### src/rtl/inst_fetch_stage_pkg.sv
// Shared types for the MIPS IF stage: next-PC select encodings and the fetch buffer entry.
package inst_fetch_stage_pkg;

  typedef enum logic [2:0] {
    PC_NEXT     = 3'd0,
    PC_JUMP     = 3'd1,
    PC_BRANCH   = 3'd2,
    PC_FWD_DATA = 3'd3
  } pc_src_e;

  typedef struct packed {
    logic [31:0] inst;
    logic [31:0] pc;
  } fetch_entry_t;

  function automatic logic [31:0] pc_incr(input logic [31:0] pc);
    return pc + 32'd4;
  endfunction

endpackage

### src/rtl/inst_fetch_stage_if.sv
// Instruction-memory fetch port: single outstanding req/ack, rdata valid in the ack cycle.
interface inst_fetch_stage_if;
  logic        req;
  logic [31:0] addr;
  logic        ack;
  logic [31:0] rdata;

  modport master (output req, output addr, input ack, input rdata);
  modport slave  (input req, input addr, output ack, output rdata);
endinterface

### src/rtl/inst_fetch_stage_fetch_fifo.sv
// Fetch buffer between instruction memory and ID: power-of-2 depth, synchronous flush.
module fetch_fifo
  import inst_fetch_stage_pkg::*;
#(
  parameter int DEPTH = 2
) (
  input  logic                     clk,
  input  logic                     rst_n,
  input  logic                     flush_i,
  input  logic                     push_i,
  input  fetch_entry_t             push_data_i,
  input  logic                     pop_i,
  output fetch_entry_t             head_o,
  output logic [$clog2(DEPTH):0]   count_o,
  output logic                     empty_o
);
  localparam int PW = $clog2(DEPTH);
  localparam int CW = PW + 1;

  fetch_entry_t    mem_q [DEPTH];
  logic [PW-1:0]   rd_ptr_q, wr_ptr_q;
  logic [CW-1:0]   count_q;
  logic            full, do_push, do_pop;

  assign empty_o = (count_q == '0);
  assign full    = (count_q == CW'(DEPTH));
  assign do_pop  = pop_i && !empty_o;
  assign do_push = push_i && (!full || do_pop);

  // NOTE: the storage array is deliberately not reset; count_q alone decides what is valid.
  always_ff @(posedge clk) begin
    if (do_push && !flush_i) mem_q[wr_ptr_q] <= push_data_i;
  end

  // NOTE: sequential state uses non-blocking assignments so every register samples pre-edge values.
  always_ff @(posedge clk or negedge rst_n) begin
    if (!rst_n) begin
      rd_ptr_q <= '0;
      wr_ptr_q <= '0;
      count_q  <= '0;
    end else if (flush_i) begin
      rd_ptr_q <= '0;
      wr_ptr_q <= '0;
      count_q  <= '0;
    end else begin
      if (do_push) wr_ptr_q <= wr_ptr_q + PW'(1);
      if (do_pop)  rd_ptr_q <= rd_ptr_q + PW'(1);
      if (do_push && !do_pop)      count_q <= count_q + CW'(1);
      else if (!do_push && do_pop) count_q <= count_q - CW'(1);
    end
  end

  assign head_o  = mem_q[rd_ptr_q];
  assign count_o = count_q;

  // The issue rule keeps count + outstanding <= DEPTH, so a push into a full buffer is a bug.
  assert property (@(posedge clk) disable iff (!rst_n) !(push_i && full && !do_pop && !flush_i));

endmodule

### src/rtl/inst_fetch_stage.sv
// MIPS IF stage: PC ownership, next-PC redirect mux, fetch FSM and output buffer.
// Optional performance counters are built when IF_PERF_CNT_EN is defined.
module inst_fetch_stage
  import inst_fetch_stage_pkg::*;
#(
  parameter logic [31:0] RESET_PC   = 32'h0000_0000,
  parameter int          FIFO_DEPTH = 2
) (
  input  logic               clk,
  input  logic               rst_n,
  input  logic               if_rst,
  input  logic               if_en,
  input  logic               id_en,
  input  pc_src_e            pc_src,
  input  logic [31:0]        jump_target,
  input  logic [31:0]        branch_target,
  input  logic [31:0]        fwd_target,
  input  logic               irq_jump_en,
  input  logic [31:0]        irq_target,
  inst_fetch_stage_if.master imem,
  output logic [31:0]        inst_out,
  output logic [31:0]        pc_out,
  output logic               if_valid
`ifdef IF_PERF_CNT_EN
  ,
  output logic [31:0]        perf_fetch_cnt,
  output logic [31:0]        perf_stall_cnt
`endif
);
  typedef enum logic [1:0] {S_IDLE = 2'd0, S_WAIT = 2'd1, S_KILL = 2'd2} state_e;
  localparam int CW = $clog2(FIFO_DEPTH) + 1;

  state_e        state_q, state_d;
  logic [31:0]   fetch_pc_q, fetch_pc_d, req_addr_q, req_addr_d, redirect_pc;
  logic [31:0]   fetch_addr;
  logic          redirect, flush, issue, fetch_req, push, pop;
  logic          fifo_empty;
  logic [CW-1:0] fifo_count;
  fetch_entry_t  head;

  assign redirect = irq_jump_en || ((pc_src != PC_NEXT) && id_en && if_valid);
  assign flush    = redirect || if_rst;
  assign pop      = id_en && if_valid;

  // NOTE: every combinational output gets a value on every path, so no latch is inferred.
  always_comb begin
    if (irq_jump_en)                 redirect_pc = irq_target;
    else if (pc_src == PC_FWD_DATA)  redirect_pc = fwd_target;
    else if (pc_src == PC_BRANCH)    redirect_pc = branch_target;
    else                             redirect_pc = jump_target;
  end

  always_ff @(posedge clk or negedge rst_n) begin
    if (!rst_n) begin
      state_q    <= S_IDLE;
      fetch_pc_q <= RESET_PC;
      req_addr_q <= RESET_PC;
    end else begin
      state_q    <= state_d;
      fetch_pc_q <= fetch_pc_d;
      req_addr_q <= req_addr_d;
    end
  end

  always_comb begin
    state_d = state_q;
    unique case (state_q)
      S_IDLE:  if (issue && !imem.ack) state_d = S_WAIT;
      S_WAIT:  if (imem.ack) state_d = S_IDLE;
               else if (redirect) state_d = S_KILL;
      S_KILL:  if (imem.ack) state_d = S_IDLE;
      default: state_d = S_IDLE;
    endcase
    if (if_rst) state_d = S_IDLE;

    fetch_pc_d = fetch_pc_q;
    if (if_rst)        fetch_pc_d = RESET_PC;
    else if (redirect) fetch_pc_d = redirect_pc;
    else if (push)     fetch_pc_d = pc_incr(fetch_pc_q);

    req_addr_d = issue ? fetch_pc_q : req_addr_q;
    if (if_rst) req_addr_d = RESET_PC;
  end

  // Gating issue with rst_n keeps imem.req low for the whole reset window, not just after an edge.
  always_comb begin
    issue      = rst_n && (state_q == S_IDLE) && if_en && (fifo_count < CW'(FIFO_DEPTH)) && !flush;
    fetch_req  = issue || (state_q == S_WAIT) || (state_q == S_KILL);
    fetch_addr = (state_q == S_IDLE) ? fetch_pc_q : req_addr_q;
    push       = fetch_req && imem.ack && (state_q != S_KILL) && !flush;
  end

  assign imem.req  = fetch_req;
  assign imem.addr = fetch_addr;

  fetch_fifo #(.DEPTH(FIFO_DEPTH)) u_fetch_fifo (
    .clk         (clk),
    .rst_n       (rst_n),
    .flush_i     (flush),
    .push_i      (push),
    .push_data_i ('{inst: imem.rdata, pc: fetch_addr}),
    .pop_i       (pop),
    .head_o      (head),
    .count_o     (fifo_count),
    .empty_o     (fifo_empty)
  );

  assign if_valid = !fifo_empty;
  assign inst_out = if_valid ? head.inst : 32'h0;
  assign pc_out   = if_valid ? head.pc   : 32'h0;

`ifdef IF_PERF_CNT_EN
  logic [31:0] fetch_cnt_q, stall_cnt_q;

  always_ff @(posedge clk or negedge rst_n) begin
    if (!rst_n) begin
      fetch_cnt_q <= '0;
      stall_cnt_q <= '0;
    end else if (if_rst) begin
      fetch_cnt_q <= '0;
      stall_cnt_q <= '0;
    end else begin
      if (push && (fetch_cnt_q != 32'hFFFF_FFFF))                 fetch_cnt_q <= fetch_cnt_q + 32'd1;
      if (if_valid && !id_en && (stall_cnt_q != 32'hFFFF_FFFF))   stall_cnt_q <= stall_cnt_q + 32'd1;
    end
  end

  assign perf_fetch_cnt = fetch_cnt_q;
  assign perf_stall_cnt = stall_cnt_q;
`endif

endmodule

### src/flat_wrapper.sv
// flat-port wrapper written by rule: the top's interface ports become plain ports
module inst_fetch_stage_flat import inst_fetch_stage_pkg::*;
#(
  parameter logic [31:0] RESET_PC   = 32'h0000_0000,
  parameter int          FIFO_DEPTH = 2
)
  (clk, rst_n, if_rst, if_en, id_en, pc_src, jump_target, branch_target, fwd_target, irq_jump_en, irq_target, inst_out, pc_out, if_valid, imem_req, imem_addr, imem_ack, imem_rdata);
  inst_fetch_stage_if imem_i ();
  input  logic clk;
  input  logic rst_n;
  input  logic if_rst;
  input  logic if_en;
  input  logic id_en;
  input  pc_src_e pc_src;
  input  logic [31:0] jump_target;
  input  logic [31:0] branch_target;
  input  logic [31:0] fwd_target;
  input  logic irq_jump_en;
  input  logic [31:0] irq_target;
  output logic [31:0] inst_out;
  output logic [31:0] pc_out;
  output logic if_valid;
  output wire logic [$bits(imem_i.req)-1:0] imem_req;
  output wire logic [$bits(imem_i.addr)-1:0] imem_addr;
  input wire logic [$bits(imem_i.ack)-1:0] imem_ack;
  input wire logic [$bits(imem_i.rdata)-1:0] imem_rdata;
  assign imem_req = imem_i.req;
  assign imem_addr = imem_i.addr;
  assign imem_i.ack = imem_ack;
  assign imem_i.rdata = imem_rdata;
  inst_fetch_stage #(.RESET_PC(RESET_PC), .FIFO_DEPTH(FIFO_DEPTH)) u_core (.clk(clk), .rst_n(rst_n), .if_rst(if_rst), .if_en(if_en), .id_en(id_en), .pc_src(pc_src), .jump_target(jump_target), .branch_target(branch_target), .fwd_target(fwd_target), .irq_jump_en(irq_jump_en), .irq_target(irq_target), .imem(imem_i), .inst_out(inst_out), .pc_out(pc_out), .if_valid(if_valid));
endmodule
### config.mk
export PLATFORM = sky130hd
export DESIGN_NAME = inst_fetch_stage_flat
export DESIGN_NICKNAME = d
export VERILOG_FILES = /design/src/rtl/inst_fetch_stage_pkg.sv /design/src/rtl/inst_fetch_stage_if.sv /design/src/rtl/inst_fetch_stage_fetch_fifo.sv /design/src/rtl/inst_fetch_stage.sv /design/src/flat_wrapper.sv
export SDC_FILE = /design/constraint.sdc
export NUM_CORES = 1
export LEC_CHECK = 0
export ABC_AREA = 1
export CAP_MARGIN = 20
export CORE_ASPECT_RATIO = 0.75
export CORE_MARGIN = 2
export CORE_UTILIZATION = 38
export CTS_CLUSTER_DIAMETER = 30
export DETAILED_ROUTE_END_ITERATION = 8
export DONT_BUFFER_PORTS = 1
export PLACE_DENSITY = 0.59
export SYNTH_ARGS = -nofsm -noshare
export SYNTH_HDL_FRONTEND = slang
export SYNTH_HIERARCHICAL = 1
export SYNTH_SLANG_ARGS = --single-unit
### constraint.sdc
create_clock -name clk -period 4.7 [get_ports clk]
set_input_delay 0.235 -clock clk [delete_from_list [all_inputs] [get_ports clk]]
set_output_delay 0.235 -clock clk [all_outputs]
set_load 0.01 [all_outputs]
==> results.py <==
metrics = {
    "finish": {
        "syn_to_final_growth_pct": 11.59,
        "fin_area_um2": 12160,
        "finalNetCount": 1561,
        "antenna_cells": 0,
        "drive_above_1_share_pct": 8.696,
        "fillers": 2889,
    },
    "logic_synthesis": {
        "syn_inst": 1383,
        "synth.distinct_cells": 33,
        "yosys_warnings": 6,
        "syn_area_per_cell_um2": 7.877,
        "yosysSeqAreaShare_pct": 51.36,
        "synth_nets": 1554,
        "ys.flop_type": "edfxtp_1",
        "synth_seq_cells": 198,
        "syn-cell-area_um2": 10890,
        "synth-edff-count": 128,
        "ys_top_cells_by_count": "nand2_1, inv_1, nor2_1",
        "synth_top_area_share_pct": 35.28,
        "synth_area_leaders": "edfxtp_1, nand2_1, dfrtp_1",
        "yosysTopAreaCell": "edfxtp_1",
        "synth.most_common_cell": "nand2_1",
        "async_flop_share_pct": 35.35,
    },
    "global_route": {
        "grt_start_max_net_pins": 71,
        "grt_pass1_vias": 8241,
        "grt_use_met3_pct": 5.242,
        "grt_use_met2_pct": 30.24,
        "busiest_layer": "met2",
        "use_met1_pct": 27.78,
        "grt_pass1_wl_mm": 45.13,
        "grt_usage_pct": 19.69,
        "antenna_found_initial": 0,
        "grt.overflow.total": 0,
    },
    "route": {
        "drc": 0,
        "drtAntennaViolNets": 0,
        "via_per_inst": 4.932,
        "firstDrtPassIters": 5,
        "wl_per_cell_um": 16.51,
        "routed-via-count": 8818,
        "drtIter0Drc": 657,
        "drt-total-wl_mm": 29.52,
    },
    "timing": {
        "period_needed_ps": 3413,
        "setup_ws_ps": 1287,
        "slew_headroom_pct": 17.77,
        "hold_ws_ps": 45.77,
        "fin_skew_ps": 13.37,
        "finalHoldViolCount": 0,
        "worst_pin_slew_ps": 1221,
        "max_freq_mhz": 293.0,
        "min_period_over_period_pct": 72.62,
        "tns_ps": 0,
        "rsz0062_at_grt": "false",
        "drv_slew": 0,
        "finalSetupViolCount": 0,
    },
    "clocking": {
        "cts.clk_slew.worst_paths_ps": 80,
        "ctsRootBufferMaster": "clkbuf_16",
        "clk_latency_ps": 430,
        "post-cts-setup-buffer-count": 0,
        "clk_path_buf_depth": 2,
        "cts-buffers-inserted": 17,
        "cts_tree": "built",
        "cts.sinks": 198,
        "htreeDepth": 4,
    },
    "die": {
        "start_util_pct": 38.75,
        "core_area_um2": 28120,
        "pin_count": 268,
        "fp-row-count": 53,
        "dieArea_um2": 30050,
        "chipHeight_um": 150.6,
        "die_width_um": 199.5,
    },
    "setup_path": {
        "required_ps": 4750,
        "setup.worst_path.end_class": "register",
        "arrival_ps": 3460,
        "worstSetupPathType": "register to register",
        "critPathLaunchType": "register",
        "cp_max_fo": 64,
        "max_stage_delay_ps": 710,
        "path_common_cell": "inv_2",
        "rr_worst_depth": 13,
        "crit_chain": "inv_2 -> nand2_2 -> inv_2 -> nor2_1 -> nand2_1 -> nand2_2 -> nor2_4 -> buf_4 -> inv_2 -> inv_1 -> nand2_1 -> nor2_4 -> buf_4",
        "critPathSlowestCell": "buf_4",
    },
    "power_and_ir_drop": {
        "total_power_w": 0.003713,
        "power_frac_seq_pct": 52.4,
        "p_per_area_nw_per_um2": 305.4,
        "leakagePower_nw": 5.354,
        "swShare_pct": 24.92,
        "switchingPower_w": 0.0009253,
        "p_clk_share_pct": 38.1,
        "p_int_w": 0.002788,
        "ir_drop_v": 0.0002313,
        "combPwrFrac_pct": 9.5,
    },
    "hold_path": {
        "hold_class": "input pin to register",
        "min_path_cells": 2,
    },
    "status": {
        "status": "complete, no violations",
    },
    "placed_design": {
        "port_buffers": 0,
        "place_congestion": 0.9024,
        "placed_area_um2": 11170,
        "dp_hpwl_mm": 21.01,
        "dp_worst_setup_slack_ps": 1336,
    },
    "run": {
        "maxCapViolations": 0,
    },
}
layout by cell type, fill, tap and decap left out, types with 17 or more instances in the layout:
cell type,synthesis,layout
nand2_1,507,507
o21ai_0,76,76
or2_2,17,17
o22ai_2,27,27
nand3_1,76,76
edfxtp_1,128,128
dfrtp_1,70,69
a21oi_1,24,24
clkbuf_16,0,20
nor2_1,145,142
inv_1,170,168
dlygate4sd3_1,0,37
power by group through the flow:
stage | registers [W] | clock network [W] | logic [W]
3_3_place_gp | 0.00198 | 0 | 0.000302
5_1_grt | 0.00195 | 0.00152 | 0.000400
3_5_place_dp | 0.00198 | 0 | 0.000305
6_report | 0.00194 | 0.00142 | 0.000353
2_1_floorplan | 0.00196 | 0 | 0.000239
4_1_cts | 0.00194 | 0.00146 | 0.000353
cell type report:
cell class	count	area (um2)	share of cell area (%)
Clock buffer	23	513.0	4.220
Clock inverter	9	62.56	0.5146
Inverter	179	674.4	5.548
Multi-Input combinational cell	943	4333	35.64
Sequential cell	198	5597	46.04
Tap cell	385	481.7	3.963
Timing Repair Buffer	51	495.5	4.076
final timing paths:
| kind | from | end | slack (ps) |
|---|---|---|---|
| min in group asynchronous | rst_n | u_core/fetch_pc_q[20] | 370 |
| max in group asynchronous | rst_n | u_core/req_addr_q[15] | 3970 |
| setup / recovery | u_core/u_fetch_fifo/count_o[1] | u_core/u_fetch_fifo/mem_q[1][15] | 1290 |
| hold reg to reg | u_core/req_addr_q[0] | u_core/req_addr_q[0] | 510 |
| hold / removal | if_en | u_core/state_q[0] | 50 |
| setup reg to reg | u_core/u_fetch_fifo/count_o[1] | u_core/u_fetch_fifo/mem_q[1][15] | 1290 |
worst max-delay path: cells and delay by family (launching register included):
family	cells	cell delay (ps)
buffers and inverters	6	1650
and+or+nand+nor	7	840
DFF	1	460
cells by family after synthesis:
logic type / share of synthesized area, %
compound gates: 10.11
fa+ha+maj: 0.1148
mux: 0.09188
xor+xnor: 0.4020
buf+inv: 9.027
simple gates: 28.90
flops: 51.36
sequential cells by signal (all words and copies together), names as in the netlist:
| signal | cells |
|---|---|
| u_core/u_fetch_fifo/wr_ptr_q | 1 |
| u_core/fetch_pc_q | 32 |
| u_core/req_addr_q | 32 |
| u_core/state_q | 2 |
| u_core/u_fetch_fifo/mem_q | 128 |
| u_core/u_fetch_fifo/rd_ptr_q | 1 |
| u_core/u_fetch_fifo/count_o | 2 |
stage by stage:
stage	instances	utilization (%)
2_1_floorplan	1383	-
3_3_place_gp	1716	39.72
3_5_place_dp	1716	39.72
4_1_cts	1786	43.18
5_1_grt	1788	43.24
6_report	1788	43.24
what timing repair did:
item                      in CTS  in global routing
hold endpoints to repair     146                  0
resized for setup              0                  0
hold buffers                  38                  0
metal layers:
| layer | routed length [um] | vias up |
|---|---|---|
| li1 | - | 4384 |
| met1 | 13690 | 4099 |
| met2 | 13190 | 306 |
| met3 | 2299 | 29 |
| met4 | 348 | 0 |
| met5 | 0 | - |
Note: power is estimated with default switching activity, not from simulation.
